**config.mk**
```make
export PLATFORM = sky130hd
export DESIGN_NAME = mul16_acc_flat
export DESIGN_NICKNAME = d
export VERILOG_FILES = /design/src/rtl/mul16_acc_if.sv /design/src/rtl/mul16_acc.sv /design/src/flat_wrapper.sv
export SDC_FILE = /design/constraint.sdc
export NUM_CORES = 1
export LEC_CHECK = 0
export ABC_AREA = 1
export CORE_MARGIN = 1
export CORE_UTILIZATION = 30
export DETAILED_ROUTE_END_ITERATION = 10
export SYNTH_ARGS = -nofsm -noshare
export SYNTH_HDL_FRONTEND = slang
export SYNTH_SLANG_ARGS = --single-unit
```
**constraint.sdc**
```tcl
create_clock -name clock -period 2.4 [get_ports clock]
set_clock_uncertainty 0.05 [all_clocks]
set_input_delay 0.48 -clock clock [delete_from_list [all_inputs] [get_ports clock]]
set_output_delay 0.48 -clock clock [all_outputs]
set_load 0.01 [all_outputs]
```
**src/rtl/mul16_acc_if.sv**
```systemverilog
// mul16_acc_if
// Run/done handshake bundle for the sequential multiply-accumulate unit.
// The master side (controller or bench) drives in_run and the three
// operands. The slave side (mul16_acc) returns the result, the done flag
// and a copy of its clock.
//
// Signals:
//   in_run     master->slave  low = hold in restart, high = run / hold result
//   in_a       master->slave  16-bit multiplier, sampled in LOAD only
//   in_b       master->slave  16-bit multiplicand, sampled in LOAD only
//   in_c       master->slave  16-bit addend, sampled in LOAD only
//   out_ret    slave->master  32-bit result, valid while out_done=1
//   out_done   slave->master  high when the unit is in DONE
//   out_clock  slave->master  copy of the unit clock
interface mul16_acc_if;
    logic        in_run;
    logic [15:0] in_a;
    logic [15:0] in_b;
    logic [15:0] in_c;
    logic [31:0] out_ret;
    logic        out_done;
    logic        out_clock;

    modport master (
        output in_run,
        output in_a,
        output in_b,
        output in_c,
        input  out_ret,
        input  out_done,
        input  out_clock
    );

    modport slave (
        input  in_run,
        input  in_a,
        input  in_b,
        input  in_c,
        output out_ret,
        output out_done,
        output out_clock
    );
endinterface

```
**src/rtl/mul16_acc.sv**
```systemverilog
// mul16_acc
// Sequential unsigned multiply-accumulate: out_ret = in_a * in_b + in_c.
// The product is formed MSB-first by shift-and-add over 16 iterations, and
// the addend is folded in during a single FINISH cycle. Its main use is to
// rebuild a numerator from the quotient, divisor and remainder of div16, so
// it shares the divider's run/done handshake.
//
// Ports:
//   clock  input   sole clock, all state updates on the rising edge
//   reset  input   asynchronous, active-high; forces DONE with a zero result
//   bus    slave   mul16_acc_if: in_run, in_a, in_b, in_c, out_ret,
//                  out_done, out_clock
//
// Sequence: in_run low parks the unit in LOAD and clears the result.
// Raising in_run samples the operands in LOAD, runs 16 ITER cycles and
// one FINISH cycle, then holds the result in DONE while in_run stays high.
// The done flag therefore rises 18 cycles after the first LOAD edge.
module mul16_acc (
    input  logic       clock,
    input  logic       reset,
    mul16_acc_if.slave bus
);

    localparam int DATA_W = 16;
    localparam int ACC_W  = 2 * DATA_W;

    typedef enum logic [1:0] {
        LOAD   = 2'd0,
        ITER   = 2'd1,
        FINISH = 2'd2,
        DONE   = 2'd3
    } state_t;

    state_t              state;
    state_t              state_nxt;
    logic [4:0]          i;
    logic [4:0]          i_nxt;
    logic [DATA_W-1:0]   a_sh;
    logic [DATA_W-1:0]   a_sh_nxt;
    logic [DATA_W-1:0]   b_q;
    logic [DATA_W-1:0]   b_q_nxt;
    logic [DATA_W-1:0]   c_q;
    logic [DATA_W-1:0]   c_q_nxt;
    logic [ACC_W-1:0]    acc;
    logic [ACC_W-1:0]    acc_nxt;
    logic [ACC_W-1:0]    ret;
    logic [ACC_W-1:0]    ret_nxt;

    // One MSB-first shift-and-add step. The accumulator is doubled and the
    // multiplicand added when the current multiplier bit is set. After 16
    // steps acc holds the full product; it never exceeds 32 bits.
    function automatic logic [ACC_W-1:0] mac_step(
        input logic [ACC_W-1:0]  acc_in,
        input logic              a_msb,
        input logic [DATA_W-1:0] b_in
    );
        logic [ACC_W-1:0] addend;
        addend   = a_msb ? {{DATA_W{1'b0}}, b_in} : {ACC_W{1'b0}};
        mac_step = {acc_in[ACC_W-2:0], 1'b0} + addend;
    endfunction

    // Final addend fold. 0xFFFF*0xFFFF + 0xFFFF = 0xFFFF0000, so the
    // modulo-2^32 sum can never actually wrap.
    function automatic logic [ACC_W-1:0] add_addend(
        input logic [ACC_W-1:0]  acc_in,
        input logic [DATA_W-1:0] c_in
    );
        add_addend = acc_in + {{DATA_W{1'b0}}, c_in};
    endfunction

    // Next-state and datapath update. in_run low overrides every state so a
    // run in progress is abandoned and no partial product reaches ret.
    always_comb begin
        state_nxt = state;
        i_nxt     = i;
        a_sh_nxt  = a_sh;
        b_q_nxt   = b_q;
        c_q_nxt   = c_q;
        acc_nxt   = acc;
        ret_nxt   = ret;

        if (!bus.in_run) begin
            state_nxt = LOAD;
            i_nxt     = 5'd0;
            ret_nxt   = {ACC_W{1'b0}};
        end else begin
            case (state)
                LOAD: begin
                    a_sh_nxt  = bus.in_a;
                    b_q_nxt   = bus.in_b;
                    c_q_nxt   = bus.in_c;
                    acc_nxt   = {ACC_W{1'b0}};
                    i_nxt     = 5'd0;
                    state_nxt = ITER;
                end
                ITER: begin
                    acc_nxt  = mac_step(acc, a_sh[DATA_W-1], b_q);
                    a_sh_nxt = {a_sh[DATA_W-2:0], 1'b0};
                    i_nxt    = i + 5'd1;
                    // i counts completed steps; the 16th step is taken
                    // when i enters as 15.
                    if (i == 5'd15) begin
                        state_nxt = FINISH;
                    end
                end
                FINISH: begin
                    ret_nxt   = add_addend(acc, c_q);
                    state_nxt = DONE;
                end
                DONE: begin
                    // Hold the result until in_run is sampled low.
                end
            endcase
        end
    end

    // Control and result registers: cleared asynchronously so the unit
    // reports done with a zero result the moment reset is asserted.
    always_ff @(posedge clock or posedge reset) begin
        if (reset) begin
            state <= DONE;
            i     <= 5'd0;
            acc   <= {ACC_W{1'b0}};
            ret   <= {ACC_W{1'b0}};
        end else begin
            state <= state_nxt;
            i     <= i_nxt;
            acc   <= acc_nxt;
            ret   <= ret_nxt;
        end
    end

    // Operand holding registers: only meaningful after LOAD, so they carry
    // no reset.
    always_ff @(posedge clock) begin
        a_sh <= a_sh_nxt;
        b_q  <= b_q_nxt;
        c_q  <= c_q_nxt;
    end

    assign bus.out_ret   = ret;
    assign bus.out_done  = (state == DONE);
    assign bus.out_clock = clock;

endmodule

```
**src/flat_wrapper.sv**
```systemverilog
// flat-port wrapper written by rule: the top's interface ports become plain ports
module mul16_acc_flat 
  (clock, reset, bus_in_run, bus_in_a, bus_in_b, bus_in_c, bus_out_ret, bus_out_done, bus_out_clock);
  mul16_acc_if bus_i ();
  input  logic clock;
  input  logic reset;
  input wire logic [$bits(bus_i.in_run)-1:0] bus_in_run;
  input wire logic [$bits(bus_i.in_a)-1:0] bus_in_a;
  input wire logic [$bits(bus_i.in_b)-1:0] bus_in_b;
  input wire logic [$bits(bus_i.in_c)-1:0] bus_in_c;
  output wire logic [$bits(bus_i.out_ret)-1:0] bus_out_ret;
  output wire logic [$bits(bus_i.out_done)-1:0] bus_out_done;
  output wire logic [$bits(bus_i.out_clock)-1:0] bus_out_clock;
  assign bus_i.in_run = bus_in_run;
  assign bus_i.in_a = bus_in_a;
  assign bus_i.in_b = bus_in_b;
  assign bus_i.in_c = bus_in_c;
  assign bus_out_ret = bus_i.out_ret;
  assign bus_out_done = bus_i.out_done;
  assign bus_out_clock = bus_i.out_clock;
  mul16_acc u_core (.clock(clock), .reset(reset), .bus(bus_i));
endmodule
```
After elaboration in Yosys (flattened, before gate mapping)
Index checks and enable logic that the tools add are counted.
- register bits after elaboration: 119
- latch bits: 0
- RAM bits: 0
- bits in read-only memories: 0
- input bits: 51
- output and inout bits: 34
- word-level logic and storage cells: 33
- memories kept: 0
- add/sub/neg operators: 3
- multipliers: 0
- divide/modulo/power cells: 0
- magnitude comparators: 0
- equality and inequality tests: 8
- shifts and indexed selects: 0
- muxes and demuxes: 10
- bitwise operators: 0
- reductions and logical operators: 5
- operators with widths (kind ; number):
    two-way mux 32 bit ; 2
    case mux 32 bit (2 select lines) ; 1
    adder 32 x 16 -> 32 bit ; 1
    adder 32 bit ; 1
    case mux 16 bit (2 select lines) ; 1
    two-way mux 16 bit ; 1
    case mux 5 bit (2 select lines) ; 1
    case mux 2 bit (3 select lines) ; 1
    AND reduction 2 bit ; 3
    adder 5 x 1 -> 5 bit (second input constant) ; 1
    == test 5 x 4 -> 1 bit (second input constant) ; 1
    two-way mux 5 bit ; 1
    == test 2 bit (second input constant) ; 2
    two-way mux 2 bit ; 2
    != test 4 x 1 -> 1 bit (second input constant) ; 1
    != test 3 x 1 -> 1 bit (second input constant) ; 1
    != test 3 x 2 -> 1 bit (second input constant) ; 1
    == test 2 x 1 -> 1 bit (second input constant) ; 1
    logical NOT 2 bit ; 1
    != test 2 x 1 -> 1 bit (second input constant) ; 1
    nonzero test 2 bit ; 1

Depth between registers and ports, before layout
- depth after elaboration: 4
- mapped depth: 16
- mapped depth without buffers: 14

==> flow_summary.rst <==
.. list-table::
   :header-rows: 1

   * - Metric
     - Value
   * - Final HPWL from detailed placement
     - 17300 um
   * - Tmin final
     - 2.32 ns
   * - Count of unique library cells instantiated by Yosys
     - 38
   * - Final slew viol count
     - 0
   * - Max-Cap Viols
     - 0
   * - Mean Syn Cell Area
     - about 7 um2
   * - Number of global-route vias before repair
     - 6890
   * - Upper clock frequency limit
     - approximately 0.43 GHz
   * - Fill cell instance count of the final layout
     - 2615
   * - Core outline area
     - 25300 um2
   * - Antenna violations before repair
     - 0
   * - Global Route Usage Sum
     - 18.1%
   * - Initial Utilization
     - 30.8%
   * - Clk Latency, worst-skew pair
     - 0.55 ns
   * - Actual slew at the worst max-slew pin
     - ~0.5 ns
   * - Element type at the critical path end
     - primary output
   * - Final nets
     - roughly 1300
   * - Share of cells above drive strength 1
     - 10.6%
   * - Path type of the worst min-delay path
     - in2async
   * - Die extent in x
     - 163 um
   * - Static Leak
     - 5.11 nW
   * - Post-synthesis net count
     - 1191
   * - Worst slew margin
     - about 67%
   * - Clock transition at path regs
     - 0.06 ns
   * - Via count
     - between 7000 and 8000
   * - Final Hold Violating Endpoints
     - 0
   * - Mean number of vias per cell
     - ~4.6
   * - Number of buffers added to fix hold violations after cts
     - 0
   * - Ant. Diodes
     - 0
   * - Syn Inst Count
     - 1101
   * - Total global routing overflow
     - 0
   * - Crit Path Category
     - reg2out
   * - Utilization after layout
     - slightly below 40%
   * - Initial DRT Pass Iterations
     - 5
   * - Pwr/cell area
     - 974 nW/um2
   * - Worst setup SP type
     - flip-flop
   * - Number of buffers inserted by port buffering
     - 84
   * - Violation count after the first detailed-route iteration
     - roughly 530
   * - Pin count of the biggest net entering global routing
     - 72
   * - Setup TNS Final
     - 0 ns
   * - PnR Total Power
     - 9.77 mW
   * - Status
     - finished clean
   * - Antenna violation net count after detailed routing
     - 0
   * - IO Count
     - 85
   * - Cell Area, Synth
     - 7790 um2
   * - TritonCTS clock tree
     - built
   * - Largest fanout of any net on the critical path
     - 4
   * - Area of the die
     - ~27000 um2
   * - Synthesis Warnings
     - 0
   * - Highest ir drop seen on vdd
     - about 0.00044 V
   * - Final cycle utilization of the critical path
     - 96.7%
   * - Vertical die dimension
     - 163 um
   * - Setup Viol. Count Final
     - 0
   * - Post-route DRC
     - 0
   * - Number of flip-flops and latches in the synthesized netlist
     - 119
   * - FP Rows
     - 58
   * - Routability congestion estimate
     - 0.905
   * - Global-route wire length before repair
     - 36200 um
   * - Wirelength, routed
     - 22700 um
   * - Required time of the critical path
     - 1.87 ns
   * - RSZ-0062 raised after global routing
     - yes
   * - Critical path arrival
     - 1.79 ns
   * - Portion of the post-synthesis area used by sequential elements
     - 41.3%
   * - Layout overhead on the synthesized area
     - 28.8%
   * - Routed len/inst
     - ~15 um
==> flip-flops by register name (all words and copies together) (netlist names) <==
register / count
u_core.a_sh: 16
u_core.b_q: 16
u_core.i: 5
u_core.c_q: 16
u_core.acc: 32
u_core.state: 2
u_core.bus.out_ret: 32
==> kinds of logic (layout without fill, tap and decap cells) <==
| logic type | Yosys count | count (layout) | synth area share (%) |
|---|---|---|---|
| AND/OR/NAND/NOR | 664 | 664 | 36.3 |
| buffers and inverters | 183 | 306 | 9.14 |
| adder cells (fa/ha/maj) | 39 | 39 | 6.46 |
| AO/OA/AOI/OAI | 96 | 96 | 6.75 |
| flip-flops | 119 | 119 | 41.3 |
==> final cells by class <==
cell class / instances / area (um2) / area share [%]
Multi-Input combinational cell: 799 / 4010 / 40.0
Clock inverter: 11 / 179 / 1.78
Tap cell: 330 / 413 / 4.12
Timing Repair Buffer: 112 / 1080 / 10.8
Inverter: 159 / 597 / 5.95
Sequential cell: 119 / 3220 / 32.1
Clock buffer: 24 / 531 / 5.29
==> final timing paths <==
| path | start | end | slack (ns) | depth (start not counted) |
|---|---|---|---|---|
| worst min register to register | u_core.bus.out_ret[5] | u_core.bus.out_ret[5] | 0.43 | 2 |
| worst max-delay path | u_core.state[0] | bus_out_done | 0.08 | 2 |
| worst max register to register | u_core.a_sh[15] | u_core.acc[10] | 0.15 | 11 |
| min in group clock | u_core.bus.out_ret[5] | u_core.bus.out_ret[5] | 0.43 | 2 |
| worst min-delay path | reset | u_core.bus.out_ret[21] | 0.29 | 3 |
| max in group asynchronous | reset | u_core.state[1] | 1.65 | 3 |
==> critical path: stages, from the launching register on <==
cell and delay [ns]:
sky130_fd_sc_hd__dfstp_2 0.56, sky130_fd_sc_hd__ha_1 0.15, sky130_fd_sc_hd__clkdlybuf4s50_1 0.53
==> what timing repair did <==
action	in CTS	in global routing
resized for setup	3	37
buffers inserted	0	3
pin swaps	0	1
setup endpoints to repair	3	22
gates cloned	0	0
==> synth_stat cells <==
master | count | area, um2
sky130_fd_sc_hd__or2_2 | 4 | 25.0
sky130_fd_sc_hd__o22ai_2 | 1 | 12.5
sky130_fd_sc_hd__a32o_1 | 5 | 50.1
sky130_fd_sc_hd__clkbuf_1 | 12 | 45.0
sky130_fd_sc_hd__edfxtp_1 | 48 | 1440
sky130_fd_sc_hd__nor3_1 | 7 | 35.0
sky130_fd_sc_hd__nor3_4 | 2 | 32.5
sky130_fd_sc_hd__dfstp_2 | 2 | 52.6
sky130_fd_sc_hd__a22o_1 | 2 | 17.5
sky130_fd_sc_hd__o21ai_0 | 41 | 205
sky130_fd_sc_hd__nand4_4 | 1 | 21.3
sky130_fd_sc_hd__or2_0 | 1 | 6.26
sky130_fd_sc_hd__nor2_2 | 4 | 25.0
sky130_fd_sc_hd__and2_1 | 2 | 12.5
sky130_fd_sc_hd__nand2_4 | 3 | 33.8
sky130_fd_sc_hd__and3_1 | 1 | 6.26
sky130_fd_sc_hd__o21ai_1 | 10 | 50.1
sky130_fd_sc_hd__nor2_8 | 1 | 20.0
sky130_fd_sc_hd__nand3b_1 | 1 | 7.51
sky130_fd_sc_hd__nor3_2 | 1 | 10.0
sky130_fd_sc_hd__inv_2 | 3 | 11.3
sky130_fd_sc_hd__o22ai_1 | 4 | 25.0
sky130_fd_sc_hd__nand2_1 | 446 | 1670
sky130_fd_sc_hd__nor4_1 | 1 | 6.26
sky130_fd_sc_hd__a21oi_1 | 33 | 165
sky130_fd_sc_hd__or2_1 | 2 | 12.5
sky130_fd_sc_hd__buf_2 | 8 | 40.0
sky130_fd_sc_hd__nand4_1 | 9 | 56.3
sky130_fd_sc_hd__nor2_1 | 80 | 300
sky130_fd_sc_hd__nor2_4 | 3 | 33.8
sky130_fd_sc_hd__nand3_2 | 5 | 50.1
sky130_fd_sc_hd__dfrtp_1 | 69 | 1730
sky130_fd_sc_hd__inv_1 | 156 | 586
sky130_fd_sc_hd__buf_4 | 4 | 30.0
sky130_fd_sc_hd__fa_1 | 2 | 40.0
sky130_fd_sc_hd__nand3_1 | 83 | 415
sky130_fd_sc_hd__nand2_2 | 7 | 43.8
sky130_fd_sc_hd__ha_1 | 37 | 463
==> per-stage QoR <==
stage | hold slack (ns) | instance area [um2] | cells | worst slack (ns)
finish | 0.293 | 10000 | 1554 | 0.0783
global route | 0.364 | 10000 | 1554 | -0.0257
CTS | 0.311 | 9870 | 1551 | 0.0165
detailed placement | 0.416 | 9170 | 1517 | -0.0712
global placement | 0.412 | 9170 | 1517 | -0.0336
floorplan | 0.421 | 7790 | 1101 | 0.0767
==> cells in the final DEF (no fill, tap or decap), types with 3 or more instances in the layout <==
cell	Yosys	final
sky130_fd_sc_hd__clkdlybuf4s50_1	0	83
sky130_fd_sc_hd__nor2_4	3	5
sky130_fd_sc_hd__o22ai_1	4	4
sky130_fd_sc_hd__dfrtp_1	69	69
sky130_fd_sc_hd__nand2_4	3	4
sky130_fd_sc_hd__clkinv_1	0	3
sky130_fd_sc_hd__a32o_1	5	5
sky130_fd_sc_hd__nand2_1	446	439
sky130_fd_sc_hd__buf_4	4	25
sky130_fd_sc_hd__buf_12	0	3
sky130_fd_sc_hd__nand4_1	9	9
sky130_fd_sc_hd__or2_2	4	4
sky130_fd_sc_hd__bufinv_16	0	5
sky130_fd_sc_hd__o21ai_0	41	38
sky130_fd_sc_hd__edfxtp_1	48	48
sky130_fd_sc_hd__nor2_1	80	68
sky130_fd_sc_hd__inv_2	3	4
sky130_fd_sc_hd__nand3_2	5	9
sky130_fd_sc_hd__clkbuf_16	0	20
sky130_fd_sc_hd__o21ai_1	10	13
sky130_fd_sc_hd__nand3_1	83	79
sky130_fd_sc_hd__inv_1	156	155
sky130_fd_sc_hd__ha_2	0	4
sky130_fd_sc_hd__ha_4	0	4
sky130_fd_sc_hd__ha_1	37	29
sky130_fd_sc_hd__nor3_1	7	6
sky130_fd_sc_hd__a21oi_1	33	32
sky130_fd_sc_hd__nor2_2	4	14
sky130_fd_sc_hd__nand2_2	7	13
==> power by group <==
| part | leakage (nW) | internal [mW] | switching, mW |
|---|---|---|---|
| sequential | 1.43 | 2.67 | 0.361 |
| combinational | 3.33 | 1.35 | 2.32 |
| clock | 0.345 | 2.07 | 0.996 |
==> metal layers <==
layer  track usage [%]  part of all wire (%)  up-vias  routed length [um]
li1                  -                     -     3711                   -
met1              23.7                    47     3260               10700
met2              29.0                    45      203               10300
met3              3.86                   5.8       30                1330
met4              6.75                   1.7        0                 391
met5                 0                     0        -                   0
Power figures use the tool's default switching activity.
